$ cat config.mk
export PLATFORM = sky130hd
export DESIGN_NAME = flag_update_stage
export DESIGN_NICKNAME = d
export VERILOG_FILES = /design/src/rtl/flag_update_stage.sv
export SDC_FILE = /design/constraint.sdc
export NUM_CORES = 1
export LEC_CHECK = 0
export BUFFER_PORTS_ARGS = -buffer_cell sky130_fd_sc_hd__buf_2
export CORE_MARGIN = 2
export CORE_UTILIZATION = 27
export CTS_BUF_LIST = sky130_fd_sc_hd__clkbuf_8 sky130_fd_sc_hd__clkbuf_16
export DETAILED_ROUTE_END_ITERATION = 10
export HOLD_SLACK_MARGIN = 0.08
export PLACE_DENSITY = 0.73
export SYNTH_ARGS = -nofsm -noshare
export SYNTH_HDL_FRONTEND = slang
export SYNTH_SLANG_ARGS = --single-unit
$ cat constraint.sdc
create_clock -name clk -period 1 [get_ports clk]
set_input_delay 0.1 -clock clk [delete_from_list [all_inputs] [get_ports clk]]
set_output_delay 0.1 -clock clk [all_outputs]
set_load 0.02 [all_outputs]
$ cat src/rtl/flag_update_stage.sv
// Flag-update pipeline stage: captures ALU outcome from EX and writes N/V/Z into the
// flag register one cycle later. A shadow copy supplies the bits a partial update leaves alone.
module flag_update_stage #(
    parameter int WIDTH = 16
) (
    input  logic             clk,
    input  logic             rst_n,
    input  logic             ex_valid,
    input  logic [3:0]       ex_opcode,
    input  logic [WIDTH-1:0] alu_a,
    input  logic [WIDTH-1:0] alu_b,
    input  logic [WIDTH-1:0] alu_result,
    input  logic             stall,
    input  logic             flush,
    output logic [2:0]       flag_d,
    output logic             flag_we,
    output logic             flag_pending,
    output logic [2:0]       fwd_flags
);

    localparam logic [3:0] OP_ADD = 4'b0000;
    localparam logic [3:0] OP_SUB = 4'b0001;
    localparam logic [3:0] OP_XOR = 4'b0010;
    localparam logic [3:0] OP_SLL = 4'b0100;
    localparam logic [3:0] OP_SRA = 4'b0101;
    localparam logic [3:0] OP_ROR = 4'b0110;

    logic       stg_valid_reg;
    logic [2:0] stg_flags_reg;
    logic [2:0] stg_mask_reg;
    logic [2:0] shadow_reg;

    logic [2:0] mask_next;
    logic [2:0] flags_next;
    logic       capture;
    logic       a_msb;
    logic       b_msb;
    logic       r_msb;

    assign a_msb = alu_a[WIDTH-1];
    assign b_msb = alu_b[WIDTH-1];
    assign r_msb = alu_result[WIDTH-1];

    always_comb begin
        mask_next     = 3'b000;
        flags_next    = 3'b000;
        flags_next[2] = r_msb;
        flags_next[0] = (alu_result == '0);
        unique case (ex_opcode)
            OP_ADD: begin
                mask_next     = 3'b111;
                flags_next[1] = (a_msb == b_msb) && (r_msb != a_msb);
            end
            OP_SUB: begin
                mask_next     = 3'b111;
                flags_next[1] = (a_msb != b_msb) && (r_msb != a_msb);
            end
            OP_XOR, OP_SLL, OP_SRA, OP_ROR: mask_next = 3'b001;
            default: mask_next = 3'b000;
        endcase
    end

    assign capture = ex_valid && !stall && !flush && (mask_next != 3'b000);
    assign flag_we = stg_valid_reg && !stall;

    // Per-bit merge: bits outside the update mask keep the architectural value.
    generate
        for (genvar gi = 0; gi < 3; gi++) begin : g_merge
            assign flag_d[gi] = stg_mask_reg[gi] ? stg_flags_reg[gi] : shadow_reg[gi];
        end
    endgenerate

    assign flag_pending = stg_valid_reg;
    assign fwd_flags    = stg_valid_reg ? flag_d : shadow_reg;

    always_ff @(posedge clk or negedge rst_n) begin
        if (!rst_n) begin
            stg_valid_reg <= 1'b0;
            stg_flags_reg <= 3'b000;
            stg_mask_reg  <= 3'b000;
            shadow_reg    <= 3'b000;
        end else begin
            // A new capture may coincide with the commit of the older entry.
            if (capture) begin
                stg_valid_reg <= 1'b1;
                stg_flags_reg <= flags_next;
                stg_mask_reg  <= mask_next;
            end else if (flag_we) begin
                stg_valid_reg <= 1'b0;
            end
            if (flag_we) begin
                shadow_reg <= flag_d;
            end
        end
    end

endmodule

==> results.toml <==
[setup_path]
rrSetupSlack_ps = -60
r2r_end = "shadow_reg[1]$_DFFE_PN0P_"
critPathArrivalTime_ps = 1170
end_kind = "primary output"
startpoint_type = "flip-flop"
critPathMaxFanout = 3
path_class = "flip-flop to primary output"
reg2reg_from = "stg_mask_reg[1]$_DFFE_PN0P_"
critPathRequiredTime_ps = 900
cp-startpoint = "stg_mask_reg[1]$_DFFE_PN0P_"
reg2reg_depth = 3

[logic_synthesis]
yosys.cell_types.count = 18
seq_area_frac_synth_pct = 44.44
synth_nets = 108
synth_cells = 51
avgSynthCellArea_sq_um = 9.936
ys.warnings.count = 0
synth_area_sq_um = 506.7
ys_seq_elements = 9

[die]
ios = 65
die_area_sq_um = 2239
core_sq_um = 1745
fp.dieH_um = 47.32
start_util_pct = 29.03
die_w_um = 47.32
rows = 15

[outcome]
outcome = "finished, violations left"
violations = "setup timing"

[power]
leakage_nw = 0.4717
p_per_area_nw_per_um2 = 1391
worst_ir_drop_vdd_mv = 0.7586

[cells_and_area]
layout.nets = 155
diodes = 0
syn2layout_area_growth_pct = 78.27
layout_common_cells = "buf_2, buf_6, dfrtp_1"
stdcell_count = 122
drive_above_1_share_pct = 60.82
final_common_cell = "buf_2"

[clocking]
clockBufferDepth = 2
cts_tree = "yes"
clk_latency_ps = 230
path_clk_slew_ps = 40
cts_root_buffer = "clkbuf_8"
cts_buffers = 3
h-tree-depth = 1
clock-sinks = 9

[placement]
dpl.cell_count = 113
place_ws_ps = -104.2
place_congestion = 0.7103
numPortBuffers = 34

[sta]
worstMarginPinSlew_ps = 276.9
worst_slack_ps = -271.0
setup_viol = 9
whs_ps = 127.1
hold_viol_final = 0
worst_clock_skew_ps = 1.775
slew_headroom_pct = 81.46
min_period_ps = 1271
rsz0062_at_grt = "true"
fmax_mhz = 786.8
period_share_pct = 127.1
slew_viol_final = 0

[drt]
drtIter0Drc = 6
drc = 0
wl_um = 1272
via_count = 549
wl_per_cell_um = 10.43
viasPerCell = 4.500
drtAntennaViolNets = 0
dr.pass1.iters = 4

[worst_hold_path]
hp-start = "alu_result[14]"
hold_class = "primary input to flip-flop"
min_path_cells = 4
holdPathEnd = "stg_flags_reg[0]$_DFFE_PN0P_"

[global_routing]
grt-ovfl-total = 0
grt_pass1_wl_um = 1945
grt_pass1_vias = 517
antenna_found_initial = 0
grt_max_degree = 10
grtUsageTotal_pct = 13.31

[job]
maxCapViolCount = 0
==> routing by layer <==
| metal | up-vias | GRT usage [%] | wire [um] |
|---|---|---|---|
| met5 | - | 0 | 0 |
| met4 | 0 | 11.67 | 25 |
| met3 | 4 | 2.692 | 122 |
| met2 | 30 | 23.78 | 656 |
| met1 | 247 | 12.62 | 468 |
| li1 | 268 | - | - |
==> kinds of logic (layout without fill, tap and decap cells) <==
group	Yosys count	count (layout)	share of synthesized area [%]
AND/OR/NAND/NOR	20	20	24.44
multiplexers	6	6	13.83
XOR/XNOR	3	3	5.186
flip-flops	9	9	44.45
AO/OA/AOI/OAI	7	7	7.653
buffers and inverters	6	52	4.444
==> metrics by stage <==
step | utilization (%) | power [mW] | instance area, sq um | TNS [ps]
CTS | 50.90 | 1.256 | 888.4 | -1670
finish | 51.76 | 1.256 | 903.4 | -1588
global route | 51.76 | 1.314 | 903.4 | -2012
floorplan | - | 0.6228 | 523.0 | -3.125
global placement | 42.80 | 0.7562 | 747.0 | -309.6
detailed placement | 42.80 | 0.7667 | 747.0 | -478.4
==> what timing repair did <==
item | in CTS | in global routing
resized for setup | 19 | 6
endpoints found under the setup margin | 8 | 12
hold buffers | 1 | 0
hold endpoints to repair | 9 | 0
setup buffers | 4 | 1
pin swaps | 3 | 0
==> report_power, final <==
group | internal [mW] | switching (mW)
registers | 0.412 | 0.0429
logic | 0.218 | 0.176
clock network | 0.267 | 0.140
==> cell usage after synthesis <==
| library cell | n | area share, % |
|---|---|---|
| nor4b_4 | 1 | 4.7 |
| nand2_1 | 6 | 4.4 |
| nand2_4 | 1 | 2.2 |
| nor2_1 | 3 | 2.2 |
| nand2b_1 | 2 | 2.5 |
| clkbuf_1 | 1 | 0.74 |
| nor3_1 | 1 | 0.99 |
| o2bb2ai_1 | 1 | 1.7 |
| a21oi_1 | 3 | 3.0 |
| mux2i_1 | 4 | 7.9 |
| nand4_1 | 2 | 2.5 |
| mux2_4 | 2 | 5.9 |
| dfrtp_1 | 9 | 44 |
| xnor2_1 | 2 | 3.5 |
| nor4_1 | 4 | 4.9 |
| xor2_1 | 1 | 1.7 |
| inv_1 | 5 | 3.7 |
| o21ai_0 | 3 | 3.0 |
==> worst max-delay path by stage <==
stage	end	slack, ps	cells past startpoint
after floorplan	flag_we	-3	3
after global placement	stg_mask_reg[1]$_DFFE_PN0P_	-80	4
after detailed placement	stg_flags_reg[2]$_DFFE_PN0P_	-100	4
after CTS	fwd_flags[1]	-290	3
after global routing	fwd_flags[2]	-330	3
final	fwd_flags[1]	-270	3
==> cell type report <==
| class | count | area, sq um |
|---|---|---|
| Clock buffer | 3 | 41.29 |
| Clock inverter | 1 | 3.754 |
| Fill cell | 160 | 842.1 |
| Inverter | 5 | 18.77 |
| Multi-Input combinational cell | 36 | 289.0 |
| Sequential cell | 9 | 227.7 |
| Tap cell | 25 | 31.28 |
| Timing Repair Buffer | 43 | 291.5 |
==> worst max-delay path, stage by stage (launching register included) <==
cell and delay, ps:
dfrtp_2 410, mux2i_2 300, a21oi_2 80, buf_4 160
Power figures use the tool's default switching activity.
